`src/rtl/axi_stream_strip_header.sv`:
```
// AXI-Stream header stripper: drops S leading bytes from each packet and realigns the payload to the MSB lane.
// Optional AXIS_STRIP_ERR_CHECK_EN adds a sticky keep-protocol error flag on err_out.
module axi_stream_strip_header #(
    parameter int DATA_WD      = 32,
    parameter int DATA_BYTE_WD = DATA_WD / 8,
    parameter int BYTE_CNT_WD  = $clog2(DATA_BYTE_WD)
) (
    input  logic                    clk,
    input  logic                    rst_n,
    input  logic                    valid_in,
    input  logic [DATA_WD-1:0]      data_in,
    input  logic [DATA_BYTE_WD-1:0] keep_in,
    input  logic                    last_in,
    output logic                    ready_in,
    output logic                    valid_out,
    output logic [DATA_WD-1:0]      data_out,
    output logic [DATA_BYTE_WD-1:0] keep_out,
    output logic                    last_out,
    input  logic                    ready_out,
    input  logic                    valid_strip,
    input  logic [BYTE_CNT_WD-1:0]  byte_strip_cnt,
    output logic                    ready_strip,
    output logic                    hdr_valid,
    output logic [DATA_WD-1:0]      hdr_data,
    output logic [DATA_BYTE_WD-1:0] hdr_keep,
    output logic                    runt_pulse,
    output logic                    err_out
);

    localparam int SHW = $clog2(DATA_WD) + 1;
    localparam int KW  = BYTE_CNT_WD + 1;

    typedef enum logic [1:0] {S_CFG, S_FIRST, S_BODY, S_FLUSH} state_t;

    state_t                  r_state, w_nextState;
    logic [BYTE_CNT_WD-1:0]  r_strip;
    logic [DATA_WD-1:0]      r_hold;
    logic [DATA_BYTE_WD-1:0] r_holdKeep;
    logic                    r_validOut, r_lastOut, r_hdrValid, r_runt;
    logic [DATA_WD-1:0]      r_dataOut, r_hdrData;
    logic [DATA_BYTE_WD-1:0] r_keepOut, r_hdrKeep;

    logic                    w_canLoad, w_accept;
    logic [BYTE_CNT_WD+2:0]  w_shiftBits;
    logic [SHW-1:0]          w_tailBits;
    logic [KW-1:0]           w_tailLanes;
    logic [DATA_WD-1:0]      w_shiftUp;
    logic [DATA_BYTE_WD-1:0] w_rem, w_hdrMask;

    logic                    w_load, w_newLast, w_holdLoad, w_runt, w_firstAccept;
    logic [DATA_WD-1:0]      w_newData, w_newHold;
    logic [DATA_BYTE_WD-1:0] w_newKeep, w_newHoldKeep;

    function automatic logic [DATA_WD-1:0] expandKeep(input logic [DATA_BYTE_WD-1:0] k);
        logic [DATA_WD-1:0] m;
        m = '0;
        for (int i = 0; i < DATA_BYTE_WD; i++) m[8*i +: 8] = {8{k[i]}};
        return m;
    endfunction

    assign w_canLoad   = !r_validOut || ready_out;
    assign ready_in    = (r_state == S_FIRST || r_state == S_BODY) && w_canLoad;
    assign ready_strip = (r_state == S_CFG);
    assign w_accept    = valid_in && ready_in;

    // Lanes S..N-1 of the incoming beat move up to the MSB; w_rem is nonzero when any of them are valid.
    assign w_shiftBits = {r_strip, 3'b000};
    assign w_tailBits  = SHW'(DATA_WD) - SHW'(w_shiftBits);
    assign w_tailLanes = KW'(DATA_BYTE_WD) - KW'(r_strip);
    assign w_shiftUp   = data_in << w_shiftBits;
    assign w_rem       = keep_in << r_strip;
    assign w_hdrMask   = ~({DATA_BYTE_WD{1'b1}} >> r_strip);

    always_ff @(posedge clk or negedge rst_n) begin
        if (!rst_n) r_state <= S_CFG;
        else        r_state <= w_nextState;
    end

    always_comb begin
        w_nextState   = r_state;
        w_load        = 1'b0;
        w_newData     = '0;
        w_newKeep     = '0;
        w_newLast     = 1'b0;
        w_holdLoad    = 1'b0;
        w_newHold     = '0;
        w_newHoldKeep = '0;
        w_runt        = 1'b0;
        w_firstAccept = 1'b0;
        case (r_state)
            S_CFG: begin
                if (valid_strip) w_nextState = S_FIRST;
            end
            S_FIRST: begin
                if (w_accept) begin
                    w_firstAccept = 1'b1;
                    if (r_strip == '0) begin
                        w_load      = 1'b1;
                        w_newData   = data_in;
                        w_newKeep   = keep_in;
                        w_newLast   = last_in;
                        w_nextState = last_in ? S_CFG : S_BODY;
                    end else if (!last_in) begin
                        w_holdLoad    = 1'b1;
                        w_newHold     = w_shiftUp;
                        w_newHoldKeep = w_rem;
                        w_nextState   = S_BODY;
                    end else if (w_rem == '0) begin
                        w_runt      = 1'b1;
                        w_nextState = S_CFG;
                    end else begin
                        w_load      = 1'b1;
                        w_newData   = w_shiftUp;
                        w_newKeep   = w_rem;
                        w_newLast   = 1'b1;
                        w_nextState = S_CFG;
                    end
                end
            end
            S_BODY: begin
                if (w_accept) begin
                    w_load = 1'b1;
                    if (r_strip == '0) begin
                        w_newData = data_in;
                        w_newKeep = keep_in;
                        w_newLast = last_in;
                        if (last_in) w_nextState = S_CFG;
                    end else begin
                        // Held bytes on top, first S lanes of the new beat fill the tail.
                        w_newData     = r_hold | (data_in >> w_tailBits);
                        w_newKeep     = r_holdKeep | (keep_in >> w_tailLanes);
                        w_holdLoad    = 1'b1;
                        w_newHold     = w_shiftUp;
                        w_newHoldKeep = w_rem;
                        if (last_in) begin
                            if (w_rem == '0) begin
                                w_newLast   = 1'b1;
                                w_nextState = S_CFG;
                            end else begin
                                w_nextState = S_FLUSH;
                            end
                        end
                    end
                end
            end
            S_FLUSH: begin
                if (w_canLoad) begin
                    w_load      = 1'b1;
                    w_newData   = r_hold;
                    w_newKeep   = r_holdKeep;
                    w_newLast   = 1'b1;
                    w_nextState = S_CFG;
                end
            end
            default: w_nextState = S_CFG;
        endcase
    end

    always_ff @(posedge clk or negedge rst_n) begin
        if (!rst_n) begin
            r_validOut <= 1'b0;
            r_dataOut  <= '0;
            r_keepOut  <= '0;
            r_lastOut  <= 1'b0;
            r_hold     <= '0;
            r_holdKeep <= '0;
            r_strip    <= '0;
            r_hdrValid <= 1'b0;
            r_hdrData  <= '0;
            r_hdrKeep  <= '0;
            r_runt     <= 1'b0;
        end else begin
            if (w_load) begin
                r_validOut <= 1'b1;
                r_dataOut  <= w_newData & expandKeep(w_newKeep);
                r_keepOut  <= w_newKeep;
                r_lastOut  <= w_newLast;
            end else if (ready_out) begin
                r_validOut <= 1'b0;
            end
            if (w_holdLoad) begin
                r_hold     <= w_newHold;
                r_holdKeep <= w_newHoldKeep;
            end
            if (r_state == S_CFG && valid_strip) r_strip <= byte_strip_cnt;
            r_hdrValid <= w_firstAccept;
            if (w_firstAccept) begin
                r_hdrData <= data_in & expandKeep(keep_in & w_hdrMask);
                r_hdrKeep <= keep_in & w_hdrMask;
            end
            r_runt <= w_runt;
        end
    end

    assign valid_out  = r_validOut;
    assign data_out   = r_dataOut;
    assign keep_out   = r_keepOut;
    assign last_out   = r_lastOut;
    assign hdr_valid  = r_hdrValid;
    assign hdr_data   = r_hdrData;
    assign hdr_keep   = r_hdrKeep;
    assign runt_pulse = r_runt;

`ifdef AXIS_STRIP_ERR_CHECK_EN
    logic                    r_err;
    logic [DATA_BYTE_WD-1:0] w_invKeep, w_invKeepInc;
    logic                    w_badKeep;

    // A valid last-beat keep is ones-then-zeros, so its inverse plus one must be a power of two.
    assign w_invKeep    = ~keep_in;
    assign w_invKeepInc = w_invKeep + 1'b1;
    assign w_badKeep    = last_in ? ((keep_in == '0) || ((w_invKeep & w_invKeepInc) != '0))
                                  : (keep_in != {DATA_BYTE_WD{1'b1}});

    always_ff @(posedge clk or negedge rst_n) begin
        if (!rst_n)                     r_err <= 1'b0;
        else if (w_accept && w_badKeep) r_err <= 1'b1;
    end

    assign err_out = r_err;
`else
    assign err_out = 1'b0;
`endif

endmodule

```
`config.mk`:
```
export PLATFORM = sky130hd
export DESIGN_NAME = axi_stream_strip_header
export DESIGN_NICKNAME = d
export VERILOG_FILES = /design/src/rtl/axi_stream_strip_header.sv
export SDC_FILE = /design/constraint.sdc
export NUM_CORES = 1
export LEC_CHECK = 0
export BUFFER_PORTS_ARGS = -buffer_cell sky130_fd_sc_hd__buf_2
export CAP_MARGIN = 20
export CORE_ASPECT_RATIO = 2
export CORE_MARGIN = 8
export CORE_UTILIZATION = 30
export DETAILED_ROUTE_END_ITERATION = 6
export HOLD_SLACK_MARGIN = 0.15
export PLACE_DENSITY = 0.46
export SLEW_MARGIN = 40
export SYNTH_ARGS = -nofsm -noshare
export SYNTH_HDL_FRONTEND = slang
export SYNTH_SLANG_ARGS = --single-unit
```
`constraint.sdc`:
```
create_clock -name clk -period 3.29 [get_ports clk]
set_input_delay 0.1645 -clock clk [delete_from_list [all_inputs] [get_ports clk]]
set_output_delay 0.1645 -clock clk [all_outputs]
set_load 0.02 [all_outputs]
```
**Word level (Yosys, flattened, before mapping)**

Index checks and enable logic that the tools add are counted.

- Reduce and logical (&&, ||, !) cells: 11
- Eq/ne operators: 8
- Bitwise gates (word level): 6
- Muxes and demuxes: 64
- Shifts and indexed selects: 5
- $add $sub $neg: 2

Operators by type and width:

| cell | number |
|---|---|
| $mux W32 | 12 |
| $pmux W32 S3 | 1 |
| $and A32 B32 Y32 | 2 |
| $pmux W32 S2 | 1 |
| $mux W4 | 12 |
| $or A32 B32 Y32 | 1 |
| $shl A32 B5 Y32 | 1 |
| $shr A32 B6 Y32 | 1 |
| $mux W1 | 23 |
| $mux W2 | 9 |
| $pmux W4 S3 | 1 |
| $ne A2 B2 Y1 const B | 5 |
| $pmux W2 S4 | 1 |
| $pmux W4 S2 | 1 |
| $pmux W1 S3 | 2 |
| $sub A6 B5 Y6 const A | 1 |
| $reduce_and A5 Y1 | 1 |
| $and A4 B4 Y4 | 1 |
| $eq A2 B2 Y1 const B | 2 |
| $logic_not A2 Y1 | 2 |
| $logic_not A4 Y1 | 1 |
| $not A4 Y4 | 1 |
| $or A4 B4 Y4 | 1 |
| $shl A4 B2 Y4 | 1 |
| other kinds (9) | 12 |

- Bits in registers: 116
- Bits of input ports: 44
- Logic and storage cells: 108

**Logic depth before layout (Yosys ltp)**

- Depth in word-level cells: 8
- Gate-level depth with buffers: 13

**Worst setup path before layout**

No wires, ideal clock.

- Kind: reg2reg
- Start: register r_strip[1]
- End: register r_dataOut[7] (netlist: data_out[7])
- Stages on the path, launching flop included: 12
- Setup slack: 516 ps
- Arrival: 2,653 ps
- Cell sequence: dfrtp_1 buf_4 buf_2 inv_1 ha_1 buf_2 buf_2 mux4_2 o21ai_1 a21oi_1 a221o_1 a22o_1

- Word-level cells in the longest chain between the ends: 8
- Elaborated cells between the ends (all ways): 30
- Those cells by class: add/sub (2); shift (4); mux (19); bitwise (3); reduce/logical (2)

Ends and longest elaborated chain:

| item | line | text |
|---|---|---|
| start, declared | 36 | `logic [BYTE_CNT_WD-1:0] r_strip;` |
| start signal, assigned | 185 | `if (r_state == S_CFG && valid_strip) r_strip <= byte_strip_cnt;` |
| branches (longest 8 deep; another with $sub A6 B5 Y6) | - |  |
| end signal, assigned | 175 | `r_dataOut <= w_newData & expandKeep(w_newKeep);` |
| end, declared | 40 | `logic [DATA_WD-1:0] r_dataOut, r_hdrData;` |

Several ways; the timed one is not identified.
A chain may end at the register's enable or synchronous reset.

**Worst setup path in the final report**

- Start: register r_strip[0]
- End: register r_dataOut[5] (netlist: data_out[5])

Same word-level chain as after synthesis.

==> results.ini <==
[power_and_ir_drop]
leakagePower_uw = 0.003534
power_uw = 7463
power_density_mw_per_mm2 = 954.5
vdd_drop_max_mv = 0.3451

[setup_path]
critical_path_required_ns = 3.55
crit_type = register to register
worstSetupStartpointType = register
end_kind = register
cp_common_cell = buf_4
path_cells = buf_4, buf_4, mux4_2, o21ai_1, a21oi_1, a221o_1, a22o_1
cp_max_fo = 33
cp.arrival_ns = 2.98
slowest_delay_ns = 0.64
slowest_stage = mux4_2

[floorplanning]
core_mm2 = 0.02206
start_util_pct = 30.47
die_x_um = 121.9
die-area_mm2 = 0.02775
rows = 77
fp.dieH_um = 227.7
ios = 123

[timing]
slew_headroom_pct = 46.30
final_hold_viol_count = 0
rsz0062_at_grt = no
drv_slew = 0
period_minus_slack_ns = 2.723
setup_viol = 0
final.setup.tns_ns = 0
clock_skew_ns = 0.01185
worstMarginPinSlew_ns = 0.8033
fmax_mhz = 367.3
fin_crit_sh_pct = 82.75

[clock_tree]
clock_latency_ns = 0.37
clock_path_buffers = 2
cts_tree = yes
post_cts_buffers = 0
cts_buffers = 9
cts-root-buf = clkbuf_16
cts-htree-levels = 3
cts_sinks = 107
path_clk_slew_ns = 0.07

[synthesis]
synth_warnings = 0
synthDistinctLibCells = 63
synth-seq-cells = 107
ys.flop_type = dfrtp_1
synth_edf_count = 0
syn-instance-count = 655
synth_area_mm2 = 0.006723
async_flop_share_pct = 100.0
syn_area_per_cell_um2 = 10.26
ys_seq_area_share_pct = 39.83

[detailed_routing]
dr.first_iter.drc_count = 441
drc = 0
post_drt_via_cell_ratio = 5.744
drt_wl_total_um = 25440
ant_nets = 0
dr.pass1.iters = 5
vias = 5888
post_drt_wl_per_cell_um = 24.82

[global_route]
grt_pass1_vias = 6039
grt_usage_pct = 18.54
antenna_found_initial = 0
grt_overflow = 0
grt_max_degree = 52
grt_pass1_wl_um = 38840

[finish]
drive_gt1_share_pct = 25.10
n_antenna_cell = 0
fill_cells = 2210
area_growth_pct = 16.30
seqCellArea_mm2 = 0.002679
multiInputGateArea_mm2 = 0.003576
final_core_util_pct = 35.44
nNetsFinal = 796

[flow_run]
maxCapViolations = 0

[place]
place_congestion = 0.8980
numPortBuffers = 112
dp_hpwl_um = 19010

[hold_path]
hp-class = input pin to register

[status]
status = finished, final reports clean

## through the flow
stage	cell area (um^2)	hold WS, ns	setup WS, ns	cells
6_report	7819	0.1627	0.5674	1025
5_1_grt	7819	0.1693	0.4197	1025
4_1_cts	7819	0.1526	0.5568	1025
3_5_place_dp	7406	0.2154	0.5734	1001
3_3_place_gp	7405	0.2091	0.5721	1001
2_1_floorplan	6756	-0.1311	0.5160	664
## synthesized netlist by cell type (all sizes together) (17+ instances only)
cell     number  area (um^2)
a21oi        22        113.9
o21ai        48        240.2
a221oi       17        148.9
nand2        46        187.7
buf          37        274.0
mux2i        41        410.4
clkbuf       30        113.9
o2bb2ai      27        236.5
nor2         31        142.6
dfrtp       107         2678
a22o         50        437.9
a211oi       19        142.6
inv          32        122.6
## cells in the final DEF (no fill, tap or decap), types with 3 or more instances in the layout
| master | Yosys | layout |
|---|---|---|
| a211oi_1 | 19 | 19 |
| a21o_1 | 3 | 3 |
| a21oi_1 | 21 | 21 |
| a221o_1 | 8 | 8 |
| a221oi_1 | 17 | 17 |
| a22o_1 | 50 | 50 |
| a2bb2oi_1 | 10 | 10 |
| a32o_1 | 8 | 8 |
| a32oi_1 | 8 | 8 |
| buf_2 | 12 | 111 |
| buf_4 | 16 | 17 |
| clkbuf_16 | 0 | 9 |
| conb_1 | 1 | 10 |
| dfrtp_1 | 107 | 106 |
| dlygate4sd3_1 | 0 | 10 |
| ha_1 | 6 | 5 |
| inv_1 | 31 | 31 |
| mux2_2 | 10 | 10 |
| mux2i_1 | 41 | 41 |
| mux4_2 | 8 | 8 |
| nand2_1 | 44 | 44 |
| nand2b_1 | 12 | 12 |
| nand3_1 | 12 | 12 |
| nor2_1 | 28 | 28 |
| nor2b_1 | 3 | 3 |
| nor3_1 | 3 | 3 |
| o21a_1 | 9 | 9 |
| o21ai_0 | 41 | 41 |
| o21ai_1 | 7 | 6 |
| o2bb2ai_1 | 27 | 27 |
| o31ai_1 | 10 | 10 |
| o32ai_2 | 8 | 8 |
## worst paths after layout
check	from	to	slack (ns)	depth (start not counted)
worst min-delay path	data_in[11]	hdr_data[11]$_DFFE_PN0P_	0.16	3
worst max-delay path	r_strip[0]$_DFFE_PN0P_	data_out[5]$_DFFE_PN0P_	0.57	7
worst max register to register	r_strip[0]$_DFFE_PN0P_	data_out[5]$_DFFE_PN0P_	0.57	7
worst min register to register	hdr_data[14]$_DFFE_PN0P_	hdr_data[14]$_DFFE_PN0P_	0.47	2
min in group asynchronous	rst_n	valid_out$_DFFE_PN0P_	0.35	2
max in group asynchronous	rst_n	hdr_data[31]$_DFFE_PN0P_	2.03	3
## cells by family after synthesis
logic type / count (synthesis) / synth area share, %
AND/OR/NAND/NOR: 120 / 9.231
adder cells (fa/ha/maj): 6 / 1.117
AO/OA/AOI/OAI: 263 / 31.71
other: 1 / 0.05578
flip-flops: 107 / 39.83
multiplexers: 59 / 10.46
buffers and inverters: 99 / 7.594
## worst max-delay path, delay by kind of cell, from the launching register on
kind,cells,cell delay (ns)
AO/OA/AOI/OAI,4,0.71
multiplexers,1,0.64
buffers and inverters,2,0.89
flip-flops,1,0.35
## timing repair
action                                 in CTS  in global routing
gates resized for setup                     0                  0
hold buffers                               10                  0
endpoints found under the hold margin      47                  0
## power by group
group	internal [uW]	switching [uW]
Combinational	1540	2610
Clock	682	518
Sequential	1790	318
## metal layers
metal	part of all wire (%)	track usage [%]
met3	4.8	3.093
met1	37	20.32
met2	53	32.59
met4	4.7	10.28
met5	0	0
## registers in the layout, indices dropped and copies added, names as in the netlist
name / flops
hdr_keep: 3
r_hold: 32
hdr_data: 24
r_state: 2
last_out: 1
keep_out: 4
r_holdKeep: 4
data_out: 32
r_strip: 2
runt_pulse: 1
hdr_valid: 1
valid_out: 1
## layout make-up
type / instances / area share (%)
multi-input combinational: 458 / 45.74
sequential: 107 / 34.26
timing repair buffer: 138 / 10.02
tap: 276 / 4.417
clock buffer: 10 / 3.056
inverter: 32 / 1.568
clock inverter: 4 / 0.9442
Power figures use the tool's default switching activity.
